File: src/rtl/control_sequencer.sv
// Hardwired fetch/decode/execute sequencer for register-register ALU instructions.
// Strobes decode from the state register and ir; T1 repeats until mem_ready, and clear aborts from any state.
module control_sequencer #(
    parameter logic [3:0] ALU_INC = 4'b1111,
    parameter logic [3:0] MUL_OP  = 4'b1010,
    parameter logic [3:0] DIV_OP  = 4'b1011
) (
    input  logic        clock,
    input  logic        clear,
    input  logic        run,
    input  logic [31:0] ir,
    input  logic        mem_ready,
    output logic [15:0] Rin,
    output logic [15:0] Rout,
    output logic        PCin,
    output logic        PCout,
    output logic        MARin,
    output logic        MDRin,
    output logic        MDRout,
    output logic        IRin,
    output logic        Yin,
    output logic        HIin,
    output logic        LOin,
    output logic        Zlowin,
    output logic        Zhighin,
    output logic        Zlowout,
    output logic        Zhighout,
    output logic        Read,
    output logic [3:0]  ALUop,
    output logic [3:0]  step,
    output logic        halted,
    output logic        illegal
);

    typedef enum logic [3:0] {
        S_IDLE = 4'd0,
        S_T0   = 4'd1,
        S_T1   = 4'd2,
        S_T2   = 4'd3,
        S_T3   = 4'd4,
        S_T4   = 4'd5,
        S_T5   = 4'd6,
        S_T6   = 4'd7,
        S_HALT = 4'd15
    } state_t;

    state_t state_q, state_d;

    logic [4:0] op;
    logic [3:0] ra, rb, rc;
    logic       is_nop, is_halt, is_wide;
    logic       unused_ir_ok;

    assign op           = ir[31:27];
    assign ra           = ir[26:23];
    assign rb           = ir[22:19];
    assign rc           = ir[18:15];
    assign is_nop       = (op == 5'b11110);
    assign is_halt      = (op == 5'b11111);
    assign is_wide      = (op[3:0] == MUL_OP) || (op[3:0] == DIV_OP);
    assign unused_ir_ok = &{1'b0, ir[14:0]};

    always_comb begin
        state_d = state_q;
        unique case (state_q)
            S_IDLE:  state_d = run ? S_T0 : S_IDLE;
            S_T0:    state_d = S_T1;
            S_T1:    state_d = mem_ready ? S_T2 : S_T1;
            S_T2:    state_d = S_T3;
            S_T3: begin
                if (!op[4])       state_d = S_T4;
                else if (is_halt) state_d = S_HALT;
                else              state_d = S_T0;
            end
            S_T4:    state_d = S_T5;
            S_T5:    state_d = is_wide ? S_T6 : S_T0;
            S_T6:    state_d = S_T0;
            S_HALT:  state_d = S_HALT;
            default: state_d = S_IDLE;
        endcase
    end

    always_ff @(posedge clock) begin
        if (clear) state_q <= S_IDLE;
        else       state_q <= state_d;
    end

    // Each state drives at most one bus source, keeping the shared bus exclusive.
    always_comb begin
        Rin      = '0;
        Rout     = '0;
        PCin     = 1'b0;
        PCout    = 1'b0;
        MARin    = 1'b0;
        MDRin    = 1'b0;
        MDRout   = 1'b0;
        IRin     = 1'b0;
        Yin      = 1'b0;
        HIin     = 1'b0;
        LOin     = 1'b0;
        Zlowin   = 1'b0;
        Zhighin  = 1'b0;
        Zlowout  = 1'b0;
        Zhighout = 1'b0;
        Read     = 1'b0;
        ALUop    = '0;
        halted   = 1'b0;
        illegal  = 1'b0;
        unique case (state_q)
            S_T0: begin
                PCout  = 1'b1;
                MARin  = 1'b1;
                ALUop  = ALU_INC;
                Zlowin = 1'b1;
            end
            S_T1: begin
                Zlowout = 1'b1;
                PCin    = 1'b1;
                Read    = 1'b1;
                MDRin   = 1'b1;
            end
            S_T2: begin
                MDRout = 1'b1;
                IRin   = 1'b1;
            end
            S_T3: begin
                if (!op[4]) begin
                    Rout = 16'h0001 << rb;
                    Yin  = 1'b1;
                end else if (!is_nop && !is_halt) begin
                    illegal = 1'b1;
                end
            end
            S_T4: begin
                Rout    = 16'h0001 << rc;
                ALUop   = op[3:0];
                Zlowin  = 1'b1;
                Zhighin = is_wide;
            end
            S_T5: begin
                Zlowout = 1'b1;
                if (is_wide) LOin = 1'b1;
                else         Rin  = 16'h0001 << ra;
            end
            S_T6: begin
                Zhighout = 1'b1;
                HIin     = 1'b1;
            end
            S_HALT:  halted = 1'b1;
            default: ;
        endcase
    end

    assign step = state_q;

endmodule

File: config.mk
export PLATFORM = sky130hd
export DESIGN_NAME = control_sequencer
export DESIGN_NICKNAME = d
export VERILOG_FILES = /design/src/rtl/control_sequencer.sv
export SDC_FILE = /design/constraint.sdc
export NUM_CORES = 1
export LEC_CHECK = 0
export ABC_AREA = 1
export CAP_MARGIN = 5
export CORE_MARGIN = 4
export CORE_UTILIZATION = 30
export CTS_CLUSTER_SIZE = 28
export DETAILED_ROUTE_END_ITERATION = 12
export PLACE_DENSITY = 0.88
export SKIP_LAST_GASP = 1
export SLEW_MARGIN = 30
export SYNTH_ARGS = -nofsm -noshare
export SYNTH_HDL_FRONTEND = slang
export SYNTH_SLANG_ARGS = --single-unit
File: constraint.sdc
create_clock -name clock -period 2.2 [get_ports clock]
set_input_delay 0.55 -clock clock [delete_from_list [all_inputs] [get_ports clock]]
set_output_delay 0.55 -clock clock [all_outputs]
set_load 0.005 [all_outputs]
# Yosys cells after proc, flatten, opt, wreduce, memory -nomap -nowiden
# Index checks and enable logic that the tools add are counted.
dict set report classes {
  add_sub_neg 0
  mul 0
  div_mod_pow 0
  n_lt_le_gt_ge 0
  eq_ne 12
  n_shift 3
  mux 26
  n_bitwise 0
  n_reduce_logical 7
}
# operator count
set op_table {}
lappend op_table {{16-bit two-way mux} 3}
lappend op_table {{1-bit by 4-bit << shifter with 16-bit output (first input constant)} 3}
lappend op_table {{4-bit case mux with 9 select lines} 1}
lappend op_table {{16-bit case mux with 2 select lines} 1}
lappend op_table {{1-bit two-way mux} 17}
lappend op_table {{4-bit by 3-bit == test with 1-bit output (second input constant)} 4}
lappend op_table {{4-bit == test (second input constant)} 3}
lappend op_table {{5-bit == test (second input constant)} 2}
lappend op_table {{4-bit by 2-bit == test with 1-bit output (second input constant)} 2}
lappend op_table {{4-bit two-way mux} 2}
lappend op_table {{4-bit case mux with 2 select lines} 1}
lappend op_table {{4-bit by 1-bit == test with 1-bit output (second input constant)} 1}
lappend op_table {{4-bit zero test} 1}
lappend op_table {{2-bit OR reduction} 2}
lappend op_table {{3-bit two-way mux} 1}
lappend op_table {{1-bit zero test} 2}
lappend op_table {{1-bit logical AND} 1}
lappend op_table {{1-bit logical OR} 1}
dict set report totals {
  regBits 4
  latchBits 0
  mem_bits_rw 0
  rom_bits 0
  in_bits 36
  out_inout_bits 56
  elab_cells 49
  mem_count 0
}

# Logic depth before layout (Yosys ltp)
dict set report depth {
  word_depth 6
  ltp_mapped 7
}

# Least setup slack after synthesis
# No wires, ideal clock.
dict set report synth_path {
  kind {flip-flop to output port}
  from {reg state_q[2], in the netlist step[2]}
  to {out Rin[0]}
  arrival_time_ns 1.150
  path_slack_ns 0.500
  path_stages_with_launch 7
  path_buffers 1
  path_cell_list {dfxtp_1 inv_2 nor2_4 nand2_2 or2_1 buf_6 nor2_1}
}
dict set report synth_via {
  elab_chain_cells 2
}
# item line_no
set synth_lines {}
lappend synth_lines {{from (decl)} 47} ;# state_t state_q, state_d;
lappend synth_lines {{from (signal assigned)} 85} ;# else state_q <= state_d;
lappend synth_lines {{4-bit by 3-bit == test with 1-bit output} 109} ;# unique case (state_q)
lappend synth_lines {{16-bit two-way mux} 109}
lappend synth_lines {{to (decl)} 13} ;# output logic [15:0] Rin,
# Every way passes these cells.

# Worst setup path after layout
dict set report layout_path {
  from {in ir[30]}
  to {out Rin[10]}
}
dict set report layout_via {
  elab_chain_cells 4
  word_cells_on_any_way 5
  cone_classes {2 x eq/ne; 2 x mux; 1 x reduce/logical}
}
# item line_no
set layout_lines {}
lappend layout_lines {{from (decl)} 11} ;# input logic [31:0] ir,
lappend layout_lines {{4-bit == test} 60} ;# assign is_wide = (op[3:0] == MUL_OP) || (op[3:0] == DIV_OP);
lappend layout_lines {{1-bit logical OR *} 60}
lappend layout_lines {{16-bit two-way mux *} 142} ;# if (is_wide) LOin = 1'b1;
lappend layout_lines {{16-bit two-way mux *} 109}
# Every way passes the cells marked *; elsewhere a longest branch is shown, timed or not.

==> qor.yml <==
cts:
  cts_tree: "done"
  clk_pin_slew_worst_paths_ps: 40
  htree_num_levels: 1
  cts_buffers: 3
  cts-root-to-sink-buffers: 2
  clk-insertion-delay-late_ps: 230
  cts-hold-fix-buffers: 0
  cts-root-buf: "sky130_fd_sc_hd__clkbuf_4"
  clock_sink_count: 4
critical_path:
  cp_slowest_cell: "sky130_fd_sc_hd__dlygate4sd2_1"
  worst_reg2reg_path_startpoint: "step[2]"
  max_stage_delay_ps: 280
  timing.critical_path.arrival_ps: 1640
  critical_path.most_common_cell: "sky130_fd_sc_hd__dlygate4sd2_1"
  critical-path-top-delay-family: "buffers and inverters"
  cp_num_buf_inv: 3
  crit_path_max_fanout: 4
  worst-path-stages: 7
  crit_type: "in2out"
  rrSetupSlack_ps: 910
  end_kind: "output pin"
  worstPathCellList: "dlygate4sd2_1, nand3_4, inv_4, nor2_4, nand2_1, nor2_1, dlygate4sd2_1"
  worstSetupEndpoint: "Rin[10]"
  timing.critical_path.from_type: "input pin"
  r2r-end: "step[1]"
  critical_path_required_ps: 1650
  worst_setup_path_startpoint: "ir[30]"
  worst_reg2reg_path_depth: 8
yosys:
  syn-mean-instance-area_um2: 4.76
  yosys_register_bits: 4
  syn_nets: 213
  number_of_warnings_printed_during_yosys_synthesis: 0
  synthesis.instances: 177
  yosysSeqAreaShare_pct: 9.51
  synth_area_um2: 842
  synth.lib_cells_used.distinct: 20
detailed_routing:
  viasPerCell: 4.99
  remaining_drc_errors: 0
  route.antenna.remaining_nets: 0
  drt_pass1_iterations: 5
  wirelength_um: 4050
  drt_iter0_drc: 87
  vias: 1538
  avgRoutedWirePerCell_um: 13.2
pwr:
  power_leakage_nw: 1.02
  p_per_area_nw_per_um2: 227
  power.ir.vdd_worst_uv: 315
final_layout:
  final_nets: 316
  post_route_cells_drive_above_1_share_pct: 31.7
  insertedDiodeCount: 0
  utilization_pct: 72.7
  n_fill_cell: 221
  area_growth_pct: 122
  max_ffs_per_register: 4
placement:
  gpl.final_weighted_congestion: 0.960
  post_detailed_placement_half_perimeter_wirelength_um: 3150
  portBuffers: 76
  dp_worst_setup_slack_ps: -595
global_route:
  global_route.overflow_total: 0
  first_global_vias: 1394
  grt_first_pass_wirelength_um: 5980
  grt_antenna_before_repair: 0
  grt_max_degree: 9
  grtUsageTotal_pct: 20.8
floorplan:
  num_rows: 18
  io_pins: 92
  floorplan.initialDensity_pct: 32.8
  coreArea_um2: 2570
  floorplan.die.height_um: 61.0
  die-area_um2: 3720
  die_w_um: 61.0
timing:
  final.setup.worst_slack_ps: 11.2
  finalHoldViolations: 0
  slew_viol_final: 0
  rsz0062_at_grt: "yes"
  setup_viol: 0
  final.setup_skew_ps: 2.91
  post-route-period-util_pct: 99.5
  relSlewSlack_pct: 84.9
  worst-slew-pin-transition_ps: 226
  period_minus_slack_ps: 2190
  clock.fmax_mhz: 457
  finalSetupTns_ps: 0
flow_run:
  drv_cap: 0
status:
  run_status: "finished, final reports clean"
worst_hold_path:
  hp-class: "reg2reg"
cell usage in the layout (no fill, tap or decap), types with 2 or more instances in the layout:
master                            netlist  routed
sky130_fd_sc_hd__dlymetal6s2s_1         0       2
sky130_fd_sc_hd__buf_2                  0       6
sky130_fd_sc_hd__a21oi_1                3       3
sky130_fd_sc_hd__clkbuf_2               0       7
sky130_fd_sc_hd__o21ai_2                0       3
sky130_fd_sc_hd__buf_4                  5      27
sky130_fd_sc_hd__nor3_2                 0       2
sky130_fd_sc_hd__clkdlybuf4s50_1        0      21
sky130_fd_sc_hd__nand2_2                1       6
sky130_fd_sc_hd__nor2_2                 0       5
sky130_fd_sc_hd__nor2_1                50      42
sky130_fd_sc_hd__dfxtp_2                0       3
sky130_fd_sc_hd__dlygate4sd2_1          0      37
sky130_fd_sc_hd__nor2_4                 1       4
sky130_fd_sc_hd__o21ai_1                1       2
sky130_fd_sc_hd__clkdlybuf4s15_1        0       2
sky130_fd_sc_hd__o22ai_1               10       9
sky130_fd_sc_hd__nand3_1               16      15
sky130_fd_sc_hd__inv_1                 28      17
sky130_fd_sc_hd__nand2_1               43      36
sky130_fd_sc_hd__inv_2                  1      11
sky130_fd_sc_hd__clkbuf_4               0       3
worst min-delay path by stage:
stage	start	end	slack, ps	depth (start not counted)
2_1_floorplan	clear	step[2]	620	1
3_3_place_gp	step[1]	step[3]	720	4
3_5_place_dp	step[1]	step[3]	730	4
4_1_cts	step[0]	step[3]	720	4
5_1_grt	step[0]	step[3]	750	4
6_report	step[0]	step[3]	710	4
tightest hold or removal path: stages, from the launching register on:
cell	delay (ps)
sky130_fd_sc_hd__dfxtp_2	340
sky130_fd_sc_hd__nand2_1	100
sky130_fd_sc_hd__inv_1	80
sky130_fd_sc_hd__nand2_1	80
sky130_fd_sc_hd__a21oi_1	60
what timing repair did:
action,CTS,global route
gates resized for setup,116,27
endpoints found under the setup margin,43,34
buffers inserted,3,2
pin swaps,3,2
logic make-up (layout without fill, tap and decap cells):
| logic type | count (synthesis) | after routing | share of synthesized area (%) |
|---|---|---|---|
| flops | 4 | 4 | 9.51 |
| simple gates | 117 | 117 | 57.5 |
| buf+inv | 36 | 137 | 19.3 |
| compound gates | 20 | 20 | 13.7 |
per-stage QoR:
stage	hold slack, ps	power, mW	instances	cell area (um2)
6_report	714	0.424	308	1870
5_1_grt	748	0.457	308	1870
4_1_cts	717	0.419	306	1840
3_5_place_dp	734	0.319	300	1760
3_3_place_gp	715	0.314	300	1760
2_1_floorplan	619	0.175	177	842
metal layers:
| layer | global-route usage [%] | wire length (um) | vias to the layer above |
|---|---|---|---|
| met4 | 5.88 | 28 | 0 |
| met1 | 26.4 | 1620 | 694 |
| li1 | - | - | 764 |
| met2 | 36.8 | 2090 | 76 |
| met3 | 2.34 | 312 | 4 |
| met5 | 0 | 0 | - |
where the power goes:
group / internal (mW) / switching (mW) / total [mW] / leakage (nW)
clock: 0.0606 / 0.0243 / 0.0849 / 0.0138
combinational: 0.130 / 0.122 / 0.253 / 0.974
sequential: 0.0792 / 0.00757 / 0.0868 / 0.0338
synth_stat cells:
cell type | instances | share of area [%]
sky130_fd_sc_hd__clkinv_2 | 1 | 0.59
sky130_fd_sc_hd__or2_1 | 1 | 0.74
sky130_fd_sc_hd__o21ai_0 | 5 | 3.0
sky130_fd_sc_hd__nor3_1 | 3 | 1.8
sky130_fd_sc_hd__dfxtp_1 | 4 | 9.5
sky130_fd_sc_hd__nand2_2 | 1 | 0.74
sky130_fd_sc_hd__a211oi_1 | 1 | 0.89
sky130_fd_sc_hd__buf_4 | 5 | 4.5
sky130_fd_sc_hd__nand4_1 | 1 | 0.74
sky130_fd_sc_hd__nand3_1 | 16 | 9.5
sky130_fd_sc_hd__nand2_1 | 43 | 19
sky130_fd_sc_hd__nor2_1 | 50 | 22
sky130_fd_sc_hd__o21ai_1 | 1 | 0.59
sky130_fd_sc_hd__nor2_4 | 1 | 1.3
sky130_fd_sc_hd__o22ai_1 | 10 | 7.4
sky130_fd_sc_hd__a21oi_1 | 3 | 1.8
sky130_fd_sc_hd__nand3_2 | 1 | 1.2
sky130_fd_sc_hd__inv_2 | 1 | 0.45
sky130_fd_sc_hd__buf_6 | 1 | 1.3
sky130_fd_sc_hd__inv_1 | 28 | 12
layout make-up:
type | count | area, um2 | area share [%]
clock buffers | 3 | 22.5 | 1.21
inverters | 30 | 120 | 6.43
flip-flops and latches | 4 | 83.8 | 4.49
multi-input cells | 137 | 724 | 38.8
repair buffers | 104 | 878 | 47.1
well taps | 30 | 37.5 | 2.01
Note: power is estimated with default switching activity, not from simulation.
